### src/rtl/sequencer_pkg.sv
// Shared types for the RV32 multi-cycle sequencer: state encodings, opcode classes, decode helper.
// Pure declarations, no latency or flow control of its own.
package sequencer_pkg;

    typedef enum logic [2:0] {
        ST_IDLE      = 3'd0,
        ST_FETCH     = 3'd1,
        ST_DECODE    = 3'd2,
        ST_EXECUTE   = 3'd3,
        ST_MEM       = 3'd4,
        ST_WRITEBACK = 3'd5,
        ST_FAULT     = 3'd6
    } seq_state_t;

    typedef enum logic [1:0] {
        CLS_LOAD   = 2'd0,
        CLS_STORE  = 2'd1,
        CLS_BRANCH = 2'd2,
        CLS_WB     = 2'd3
    } op_class_t;

    typedef struct packed {
        logic      legal;
        op_class_t cls;
    } dec_t;

    localparam logic [6:0] OP_LOAD   = 7'b0000011;
    localparam logic [6:0] OP_STORE  = 7'b0100011;
    localparam logic [6:0] OP_BRANCH = 7'b1100011;
    localparam logic [6:0] OP_IMM    = 7'b0010011;
    localparam logic [6:0] OP_IMM32  = 7'b0011011;
    localparam logic [6:0] OP_REG    = 7'b0110011;
    localparam logic [6:0] OP_REG32  = 7'b0111011;
    localparam logic [6:0] OP_LUI    = 7'b0110111;
    localparam logic [6:0] OP_JAL    = 7'b1101111;

    function automatic dec_t classify(input logic [6:0] op);
        dec_t d;
        d.legal = 1'b1;
        d.cls   = CLS_WB;
        case (op)
            OP_LOAD:   d.cls = CLS_LOAD;
            OP_STORE:  d.cls = CLS_STORE;
            OP_BRANCH: d.cls = CLS_BRANCH;
            OP_IMM, OP_IMM32, OP_REG, OP_REG32, OP_LUI, OP_JAL: d.cls = CLS_WB;
            default:   d.legal = 1'b0;
        endcase
        return d;
    endfunction

endpackage

### src/rtl/wait_timer.sv
// 8-bit wait counter; expired is combinational and means one more missed cycle reaches limit.
// Latency: count updates on the edge after cnt_en; clear has priority, no backpressure.
module wait_timer (
    input  logic       clk,
    input  logic       rst,
    input  logic       clear,
    input  logic       cnt_en,
    input  logic [7:0] limit,
    output logic       expired
);
    logic [7:0] cnt;

    always_ff @(posedge clk) begin
        if (rst || clear) begin
            cnt <= 8'd0;
        end else if (cnt_en && cnt != 8'hFF) begin
            cnt <= cnt + 8'd1;
        end
    end

    // Flagged one cycle early so the caller can let a same-cycle ack win.
    assign expired = ({1'b0, cnt} + 9'd1) >= {1'b0, limit};

endmodule

### src/rtl/inst_sequencer.sv
// Multi-cycle FETCH/DECODE/EXECUTE/MEM/WRITEBACK control FSM with retire counter and sticky fault.
// Latency 3-5 cycles per instruction plus memory waits; stalls on imem_ack/dmem_ack, faults on timeout.
module inst_sequencer
    import sequencer_pkg::*;
#(
    parameter int MEM_TIMEOUT = 255
) (
    input  logic        clk,
    input  logic        rst,
    input  logic        en,
    input  logic [6:0]  opcode,
    output logic        imem_req,
    input  logic        imem_ack,
    output logic        inst_latch_en,
    output logic        dmem_read,
    output logic        dmem_write,
    input  logic        dmem_ack,
    output logic        reg_write_en,
    output logic        pc_en,
    output logic [2:0]  state_out,
    output logic        fault,
    output logic [31:0] instret
);
    localparam logic [7:0] LIMIT = 8'(MEM_TIMEOUT);

    seq_state_t state, state_nxt;
    op_class_t  cls;
    dec_t       dec;
    logic       retire;
    logic       waiting;
    logic       expired;

    assign dec = classify(opcode);

    always_comb begin
        state_nxt = state;
        retire    = 1'b0;
        case (state)
            ST_IDLE:      if (en) state_nxt = ST_FETCH;
            ST_FETCH: begin
                if (imem_ack)     state_nxt = ST_DECODE;
                else if (expired) state_nxt = ST_FAULT;
            end
            ST_DECODE:    state_nxt = dec.legal ? ST_EXECUTE : ST_FAULT;
            ST_EXECUTE: begin
                case (cls)
                    CLS_LOAD, CLS_STORE: state_nxt = ST_MEM;
                    CLS_WB:              state_nxt = ST_WRITEBACK;
                    default:             retire    = 1'b1;
                endcase
            end
            ST_MEM: begin
                if (dmem_ack) begin
                    if (cls == CLS_LOAD) state_nxt = ST_WRITEBACK;
                    else                 retire    = 1'b1;
                end else if (expired) begin
                    state_nxt = ST_FAULT;
                end
            end
            ST_WRITEBACK: retire = 1'b1;
            ST_FAULT:     state_nxt = ST_FAULT;
            default:      state_nxt = ST_IDLE;
        endcase
        if (retire) state_nxt = en ? ST_FETCH : ST_IDLE;
    end

    assign waiting = (state == ST_FETCH && !imem_ack) || (state == ST_MEM && !dmem_ack);

    // Any state change clears the timer, covering every entry into FETCH or MEM.
    wait_timer u_wait_timer (
        .clk     (clk),
        .rst     (rst),
        .clear   (state_nxt != state),
        .cnt_en  (waiting),
        .limit   (LIMIT),
        .expired (expired)
    );

    always_ff @(posedge clk) begin
        if (rst) begin
            state   <= ST_IDLE;
            cls     <= CLS_LOAD;
            instret <= 32'd0;
        end else begin
            state <= state_nxt;
            if (state == ST_DECODE) cls <= dec.cls;
            if (retire) instret <= instret + 32'd1;
        end
    end

    assign imem_req      = (state == ST_FETCH);
    assign inst_latch_en = imem_req & imem_ack;
    assign dmem_read     = (state == ST_MEM) && (cls == CLS_LOAD);
    assign dmem_write    = (state == ST_MEM) && (cls == CLS_STORE);
    assign reg_write_en  = (state == ST_WRITEBACK);
    assign pc_en         = retire;
    assign fault         = (state == ST_FAULT);
    assign state_out     = state;

endmodule

### config.mk
export PLATFORM = sky130hd
export DESIGN_NAME = inst_sequencer
export DESIGN_NICKNAME = d
export VERILOG_FILES = /design/src/rtl/sequencer_pkg.sv /design/src/rtl/wait_timer.sv /design/src/rtl/inst_sequencer.sv
export SDC_FILE = /design/constraint.sdc
export NUM_CORES = 1
export LEC_CHECK = 0
export ABC_AREA = 1
export ABC_CLOCK_PERIOD_IN_PS = 2100
export BUFFER_PORTS_ARGS = -buffer_cell sky130_fd_sc_hd__buf_2
export CAP_MARGIN = 30
export CORE_MARGIN = 2
export CORE_UTILIZATION = 25
export CTS_CLUSTER_DIAMETER = 200
export DETAILED_ROUTE_END_ITERATION = 8
export GPL_ROUTABILITY_DRIVEN = 0
export PLACE_DENSITY = 0.45
export SYNTH_ARGS = -nofsm -noshare
export SYNTH_HDL_FRONTEND = slang
export SYNTH_SLANG_ARGS = --single-unit
### constraint.sdc
create_clock -name clk -period 2.1 [get_ports clk]
set_input_delay 0.21 -clock clk [delete_from_list [all_inputs] [get_ports clk]]
set_output_delay 0.21 -clock clk [all_outputs]
set_load 0.01 [all_outputs]
==> results_dict.tcl, run 1 <==
set metrics [dict create \
    hold_depth 3 \
    crit_path_start "u_wait_timer.cnt[0]$_SDFFE_PP0P_" \
    cts_hold_buf 0 \
    required_ns 2.32 \
    wirelength_um 7300 \
    tightest_slew_ns 0.676 \
    nNetsFinal 505 \
    rows 37 \
    hold_viol 0 \
    fillers 1155 \
    grtUsageTotal 0.131 \
    dp_hpwl_um 5530 \
    status "complete, no violations" \
    drc 0 \
    hp-start "en" \
    p_comb_frac 0.279 \
    max_slew_margin 0.549 \
    first_pass_iters 4 \
    pre_cts_slack_ns -0.0153 \
    crit_type "reg2reg" \
    dieArea_sq_um 11500 \
    fin_crit_sh 0.929 \
    multi_input_area_sq_um 1590 \
    ios 54 \
    syn-instance-count 417 \
    internal_power_uw 1500 \
    fmax_ghz 0.513 \
    grt_max_degree 22 \
    p_per_area_nw_per_um2 660 \
    path_clk_slew_ns 0.09 \
    ant_nets 0 \
    most-common-layout-cells "98 x nand2_1, 59 x nor2_1, 53 x inv_1, 53 x buf_2, 37 x dfxtp_1" \
    final_common_cell "nand2_1" \
    core_area_sq_um 10300 \
    clkPwrFrac 0.292 \
    syn_area_per_cell_sq_um 6.38 \
    timing.rr.start "u_wait_timer.cnt[0]$_SDFFE_PP0P_" \
    rrSetupSlack_ns 0.15 \
    area_delta_synth_final_pct 28.7 \
    pwr-share-seq 0.429 \
    end_kind "register" \
    syn-cell-area_sq_um 2660 \
    die_y_um 107 \
    drive_gt1_frac 0.259 \
    start_util 0.258 \
    cts_buffers 5 \
    cts_tree "built" \
    grt_pass1_wl_um 12100 \
    vdd_drop_max_uv 251 \
    p_leak_uw 0.00143 \
    n_antenna_cell 0 \
    hp-class "in2reg" \
    grt_pass1_vias 2702 \
    via_count 2792 \
    critical_path_arrival_ns 2.17 \
    worstSetupStartpointType "register" \
    swShare 0.336 \
    wire_per_inst_um 11.7 \
    fin_hold_ws_ns 0.229 \
    vias_per_cell 4.46 \
    clk_latency_ns 0.30 \
    switchingPower_uw 759 \
    cts_max_level 2 \
    slew_violations 0 \
    final-setup-viol-count 0 \
    maxCapViolations 0 \
    synth.distinct_cells 31 \
    synth_seq_cells 45 \
    drtIter0Drc 98 \
    final.min_clock_period_ns 1.95 \
    total_power_uw 2260 \
    cts-root-buf "clkbuf_8" \
    cp_max_fo 8 \
    grt_overflow 0 \
    yosys_warnings 0 \
    clock-sinks 45 \
    finClkSkew_ns 0.0149 \
    die_w_um 107 \
    syn_nets 432 \
    ff_latch_area_sq_um 923 \
    cts.path.max_buffers 2 \
    port_buffers 53 \
    r2r_cells 15 \
    worst_slack_ns 0.150 \
    antenna_found_initial 0 \
    ys_seq_area_frac 0.339 \
    rsz0062_at_grt "yes" \
]
power by group through the flow:
stage                     combinational [uW]  sequential, uW  clock (uW)
final                                    631             968         659
after global routing                     722             977         720
after CTS                                559             948         690
after detailed placement                 556             966           0
after global placement                   554             966           0
after floorplan                          374             954           0
routing by layer:
layer	wire length, um	global-route usage
met1	3640	0.174
met2	3290	0.219
met3	293	0.0249
met4	80	0.0325
met5	0	0
flip-flops by register name, summed over array words and instances (netlist names):
signal	flops
state_out	3
instret	32
cls	2
u_wait_timer.cnt	8
Yosys cell counts (all sizes together):
cell | instances | area share
nand2 | 110 | 0.16
nor2 | 73 | 0.13
inv | 58 | 0.082
dfxtp | 45 | 0.34
a21oi | 28 | 0.053
nand3 | 23 | 0.052
o21ai | 21 | 0.040
nor3 | 16 | 0.030
nand4 | 11 | 0.026
xor2 | 7 | 0.023
a31oi | 4 | 0.0094
clkbuf | 4 | 0.0056
ha | 3 | 0.014
o21a | 3 | 0.0085
buf | 2 | 0.0047
nor4 | 2 | 0.0047
o21bai | 2 | 0.0056
and3 | 1 | 0.0024
clkinv | 1 | 0.0014
nor3b | 1 | 0.0028
nor4b | 1 | 0.0033
o221a | 1 | 0.0042
area by class of cell:
| class | count | share of cell area |
|---|---|---|
| Sequential cell | 45 | 0.270 |
| Clock inverter | 2 | 0.0102 |
| Timing Repair Buffer | 72 | 0.119 |
| Inverter | 59 | 0.0654 |
| Multi-Input combinational cell | 307 | 0.465 |
| Clock buffer | 5 | 0.0201 |
| Tap cell | 136 | 0.0497 |
metrics by stage:
stage | setup TNS [ns] | util | cells | area [sq um]
after floorplan | 0 | - | 417 | 2660
after global placement | 0 | 0.309 | 617 | 3190
after detailed placement | -0.0315 | 0.309 | 617 | 3190
after CTS | 0 | 0.320 | 624 | 3300
after global routing | -0.355 | 0.331 | 626 | 3420
final | 0 | 0.331 | 626 | 3420
path summary, 6_finish.rpt:
path	to
worst max-delay path	u_wait_timer.cnt[0]$_SDFFE_PP0P_
worst min-delay path	state_out[0]$_SDFF_PP0_
worst max register to register	u_wait_timer.cnt[0]$_SDFFE_PP0P_
worst min register to register	instret[29]$_SDFFE_PP0P_
kinds of logic after synthesis:
logic type | share of synthesized area
AND/OR/NAND/NOR | 0.410
buffers and inverters | 0.0936
AO/OA/AOI/OAI | 0.120
flip-flops | 0.339
XOR/XNOR | 0.0231
adder cells (fa/ha/maj) | 0.0141
worst max-delay path, stage by stage (launching register included):
cell and delay, ns:
dfxtp_4 0.40, inv_4 0.05, buf_4 0.12, nor2_1 0.15
nand2_1 0.08, xor2_1 0.17, nand3_1 0.14, nand2_1 0.09
nand2_1 0.06, nand2_2 0.07, nand2_2 0.06, nand2_2 0.06
nand2_2 0.07, nor2_4 0.12, nand3_4 0.13, nor2_1 0.12
timing repair:
action,CTS,global route
buffers inserted,0,2
pin swaps,1,18
setup endpoints to repair,8,22
gates resized for setup,1,36
endpoints found under the hold margin,0,0
No activity file was read; power rests on OpenSTA's default activity.
==> inputs of run 2 (changes only) <==
--- a/config.mk
+++ b/config.mk
@@ -15,6 +15,7 @@
 export DETAILED_ROUTE_END_ITERATION = 8
 export GPL_ROUTABILITY_DRIVEN = 0
 export PLACE_DENSITY = 0.45
+export SETUP_SLACK_MARGIN = 0.4
 export SYNTH_ARGS = -nofsm -noshare
 export SYNTH_HDL_FRONTEND = slang
 export SYNTH_SLANG_ARGS = --single-unit
==> run 2 against run 1 <==
Against the previous run:
- global-route usage increased by 0.43 points
- register-to-register slack barely moved
- total power up 1.6%
- sequential cell count is the same
- count of clock-buffer cells in the layout rose by 1
- cell count is 5.9% higher
- largest cell class unchanged
==> results_dict.tcl, run 2 (synthesized netlist as in run 1, its figures left out) <==
set metrics [dict create \
    clkPwrFrac 0.245 \
    worst_slack_ns 0.135 \
    cp_cell_sequence "clkinv_4 > nor2_4 > nand2_2 > nand3_4 > nand2_4 > nor2_4 > nand2_2 > nor2_4 > nand2_2 > nor2_4 > nand3_2 > o21ai_1 > a21oi_1" \
    hp-class "in2reg" \
    grt_pass1_wl_um 12600 \
    clk_latency_ns 0.30 \
    n_antenna_cell 0 \
    slew_violations 0 \
    cp_max_fo 8 \
    drtIter0Drc 100 \
    switchingPower_uw 806 \
    p_leak_uw 0.00185 \
    maxCapViolations 0 \
    cts_hold_buf 0 \
    worstSetupStartpointType "register" \
    pre_cts_slack_ns 0.0659 \
    design_area_sq_um 4040 \
    grtUsageTotal 0.136 \
    final-setup-viol-count 0 \
    swShare 0.351 \
    ios 54 \
    dpl_cell_area_sq_um 3200 \
    via_count 2957 \
    area_delta_synth_final_pct 52.0 \
    start_util 0.258 \
    nNetsFinal 541 \
    largest_reg_flops 32 \
    ff_latch_area_sq_um 951 \
    max_slew_margin 0.455 \
    vias_per_cell 4.46 \
    crit_type "reg2reg" \
    die_w_um 107 \
    multi_input_area_sq_um 1840 \
    end_kind "register" \
    ant_nets 0 \
    cts-root-buf "clkbuf_8" \
    fillers 1104 \
    grt_max_degree 22 \
    status "complete, no violations" \
    pwr-share-seq 0.427 \
    core_area_sq_um 10300 \
    critical_path.slowest_cell "dfxtp_4" \
    wire_per_inst_um 12.1 \
    final.min_clock_period_ns 1.96 \
    finClkSkew_ns 0.00812 \
    final_util 0.391 \
    p_per_area_nw_per_um2 568 \
    critical_path_arrival_ns 2.15 \
    cts_buffers 5 \
    final_common_cell "nand2_1" \
    rows 37 \
    tightest_slew_ns 0.817 \
    clock-sinks 45 \
    largest_register "instret" \
    cts_max_level 2 \
    internal_power_uw 1490 \
    rsz0062_at_grt "yes" \
    fin_crit_sh 0.936 \
    fin_hold_ws_ns 0.242 \
    grt_overflow 0 \
    drc 0 \
    port_buffers 53 \
    cts.path.max_buffers 2 \
    most-common-layout-cells "83 x nand2_1, 54 x nor2_1, 52 x buf_2" \
    required_ns 2.29 \
    dieArea_sq_um 11500 \
    vdd_drop_max_uv 278 \
    dp_hpwl_um 5570 \
    first_pass_iters 4 \
    fmax_ghz 0.509 \
    slowest_delay_ns 0.44 \
    path_clk_slew_ns 0.08 \
    antenna_found_initial 0 \
    wirelength_um 8040 \
    p_comb_frac 0.329 \
    drive_gt1_frac 0.414 \
    fin_tns_setup_ns 0 \
    hold_viol 0 \
    cts_tree "built" \
    grt_pass1_vias 2710 \
    crit_top_cell "nor2_4" \
    die_y_um 107 \
]
==> run 2: cell types whose count changed in the layout (fill, tap and decap cells not counted), sizes merged <==
| cell | change |
|---|---|
| buf | +36 |
| bufinv | -1 |
| clkbuf | +1 |
| clkinv | +1 |
| clkinvlp | +1 |
| inv | -1 |
==> run 2: cell type report <==
cell class              count  area share
inverters                  59      0.0601
clock buffers               6      0.0204
flip-flops and latches     45       0.235
clock inverters             2     0.00217
well taps                 136      0.0421
multi-input cells         307       0.456
repair buffers            108       0.184
==> run 2: final timing paths <==
kind	start	endpoint	slack, ns	depth (start not counted)
worst max-delay path	state_out[2]$_SDFF_PP0_	instret[29]$_SDFFE_PP0P_	0.14	13
worst min-delay path	opcode[5]	cls[0]$_SDFFE_PP0P_	0.24	3
worst max register to register	state_out[2]$_SDFF_PP0_	instret[29]$_SDFFE_PP0P_	0.14	13
worst min register to register	instret[29]$_SDFFE_PP0P_	instret[29]$_SDFFE_PP0P_	0.50	2
==> run 2: critical path: cells and delay by family, from the launching register on <==
family	cells	cell delay [ns]
AO/OA/AOI/OAI	2	0.20
buffers and inverters	1	0.08
AND/OR/NAND/NOR	10	1.14
flip-flops	1	0.44
==> run 2: power by group through the flow <==
stage | registers (uW) | logic [uW] | clock network [uW]
4_1_cts | 980 | 621 | 585
3_5_place_dp | 987 | 508 | 0
3_3_place_gp | 988 | 508 | 0
2_1_floorplan | 969 | 393 | 0
6_report | 979 | 755 | 561
5_1_grt | 988 | 843 | 621
==> run 2: per-stage QoR <==
stage          instances  power [uW]
3_3_place_gp         609        1500
6_report             663        2300
2_1_floorplan        417        1360
5_1_grt              663        2450
4_1_cts              637        2190
3_5_place_dp         609        1500
==> run 2: routing by layer <==
layer / wire (um) / GRT usage
met1: 3780 / 0.176
met2: 3920 / 0.235
met4: 76 / 0.0250
met5: 0 / 0
met3: 264 / 0.0255
==> run 2: what timing repair did <==
action,4_1_cts,5_1_grt
buffers inserted,20,26
pin swaps,20,32
endpoints found under the setup margin,25,35
cloned,0,0
gates resized for setup,32,87
==> inputs of run 3 (changes only) <==
--- a/config.mk
+++ b/config.mk
@@ -6,7 +6,7 @@
 export NUM_CORES = 1
 export LEC_CHECK = 0
 export ABC_AREA = 1
-export ABC_CLOCK_PERIOD_IN_PS = 2100
+export ABC_CLOCK_PERIOD_IN_PS = 2400
 export BUFFER_PORTS_ARGS = -buffer_cell sky130_fd_sc_hd__buf_2
 export CAP_MARGIN = 30
 export CORE_MARGIN = 2
==> constraint.sdc (replaced) <==
create_clock -name clk -period 2.4 [get_ports clk]
set_input_delay 0.24 -clock clk [delete_from_list [all_inputs] [get_ports clk]]
set_output_delay 0.24 -clock clk [all_outputs]
set_load 0.01 [all_outputs]
==> run 3 against run 2 <==
Against the previous run:
- cell count is 4.1% lower
- largest power group unchanged
- global-route usage is 0.46 points lower
- die area stayed put
==> results_dict.tcl, run 3 (synthesized netlist as in run 1, its figures left out) <==
set metrics [dict create \
    largest_reg_flops 32 \
    hp-start "en" \
    internal_power_uw 1300 \
    area_delta_synth_final_pct 34.4 \
    first_pass_iters 4 \
    wirelength_um 7400 \
    dp_hpwl_um 5470 \
    cts_buffers 5 \
    fin_tns_setup_ns 0 \
    drtIter0Drc 84 \
    end_kind "register" \
    port_buffers 53 \
    grt_pass1_wl_um 12400 \
    vias_per_cell 4.50 \
    crit_family "simple AND/OR/NAND/NOR gates" \
    largest_register "instret" \
    dieArea_sq_um 11500 \
    slew_violations 0 \
    wire_per_inst_um 11.6 \
    timing.rr.start "u_wait_timer.cnt[1]$_SDFFE_PP0P_" \
    final_common_cell "nand2_1" \
    fmax_ghz 0.505 \
    drc 0 \
    crit_top_cell "nand2_1" \
    hp-class "in2reg" \
    nNetsFinal 514 \
    grtUsageTotal 0.131 \
    grt_overflow 0 \
    n_antenna_cell 0 \
    required_ns 2.63 \
    clkPwrFrac 0.259 \
    critical_path_arrival_ns 2.21 \
    pre_cts_slack_ns 0.150 \
    final-setup-viol-count 0 \
    cts_tree "built" \
    vdd_drop_max_uv 236 \
    grt_pass1_vias 2697 \
    tightest_slew_ns 0.730 \
    rsz0062_at_grt "yes" \
    via_count 2865 \
    cts_max_level 2 \
    grt_max_degree 22 \
    fillers 1142 \
    die_w_um 107 \
    worst_slack_ns 0.419 \
    cp_cell_sequence "ha_4 > buf_4 > nand3_1 > nand2_1 > nand3_1 > nor2_1 > nand3_1 > nand2_1 > nand2_1 > nand2_2 > nand2_2 > nand2_1 > nand2_1 > nor2_2 > nand3_4 > nor2_1" \
    rows 37 \
    p_per_area_nw_per_um2 556 \
    path_clk_slew_ns 0.09 \
    cts.path.max_buffers 2 \
    ant_nets 0 \
    worstSetupStartpointType "register" \
    final_util 0.346 \
    max_slew_margin 0.513 \
    start_util 0.258 \
    clk_latency_ns 0.30 \
    core_area_sq_um 10300 \
    critPathBufInv 1 \
    status "complete, no violations" \
    slowest_delay_ns 0.39 \
    final.min_clock_period_ns 1.98 \
    cts-root-buf "clkbuf_8" \
    finClkSkew_ns 0.00738 \
    cts_hold_buf 0 \
    most-common-layout-cells "94 x nand2_1, 56 x nor2_1, 53 x buf_2" \
    maxCapViolations 0 \
    switchingPower_uw 692 \
    p_comb_frac 0.314 \
    drive_gt1_frac 0.304 \
    critical_path.slowest_cell "dfxtp_4" \
    pwr-share-seq 0.427 \
    antenna_found_initial 0 \
    total_power_uw 1990 \
    p_leak_uw 0.00150 \
    cp_max_fo 8 \
    die_y_um 107 \
    fin_crit_sh 0.826 \
    swShare 0.348 \
    crit_path_start "u_wait_timer.cnt[1]$_SDFFE_PP0P_" \
    hold_viol 0 \
    ios 54 \
    clock-sinks 45 \
    crit_type "reg2reg" \
]
==> run 3: area by class of cell <==
class / count / area [sq um] / share of cell area
clock buffers: 6 / 82.6 / 0.0231
clock inverters: 2 / 13.8 / 0.00385
inverters: 59 / 233 / 0.0651
multi-input cells: 307 / 1650 / 0.462
flip-flops and latches: 45 / 926 / 0.259
well taps: 136 / 170 / 0.0476
repair buffers: 81 / 498 / 0.139
==> run 3: through the flow <==
step	hold slack, ns	area [sq um]	std cells
3_3_place_gp	0.470	3080	602
4_1_cts	0.249	3320	621
5_1_grt	0.275	3570	636
3_5_place_dp	0.484	3080	602
2_1_floorplan	0.416	2660	417
6_report	0.261	3570	636
==> run 3: power by group through the flow <==
| stage | logic [uW] | registers (uW) | clock network (uW) |
|---|---|---|---|
| floorplan | 327 | 835 | 0 |
| global route | 709 | 855 | 562 |
| finish | 624 | 848 | 515 |
| global placement | 436 | 848 | 0 |
| detailed placement | 436 | 847 | 0 |
| CTS | 531 | 838 | 544 |
==> run 3: path summary, 6_finish.rpt <==
path	to	slack, ns	cells past startpoint
max reg2reg	u_wait_timer.cnt[1]$_SDFFE_PP0P_	0.42	16
min	state_out[0]$_SDFF_PP0_	0.26	3
max	u_wait_timer.cnt[1]$_SDFFE_PP0P_	0.42	16
min reg2reg	instret[29]$_SDFFE_PP0P_	0.50	2
==> run 3: worst reg2reg max path: cells and delay by family, from the launching register on <==
kind	cells	cell delay, ns
fa+ha+maj	1	0.15
buf+inv	1	0.11
flops	1	0.39
simple gates	14	1.26
==> run 3: what timing repair did <==
item | 4_1_cts | 5_1_grt
setup endpoints to repair | 24 | 23
pin swaps | 13 | 20
resized for setup | 21 | 44
setup buffers | 11 | 15
==> run 3: routing by layer <==
layer | global-route usage | share of wire
met1 | 0.177 | 0.49
met2 | 0.218 | 0.47
met3 | 0.0225 | 0.033
met4 | 0.0278 | 0.0054
met5 | 0 | 0
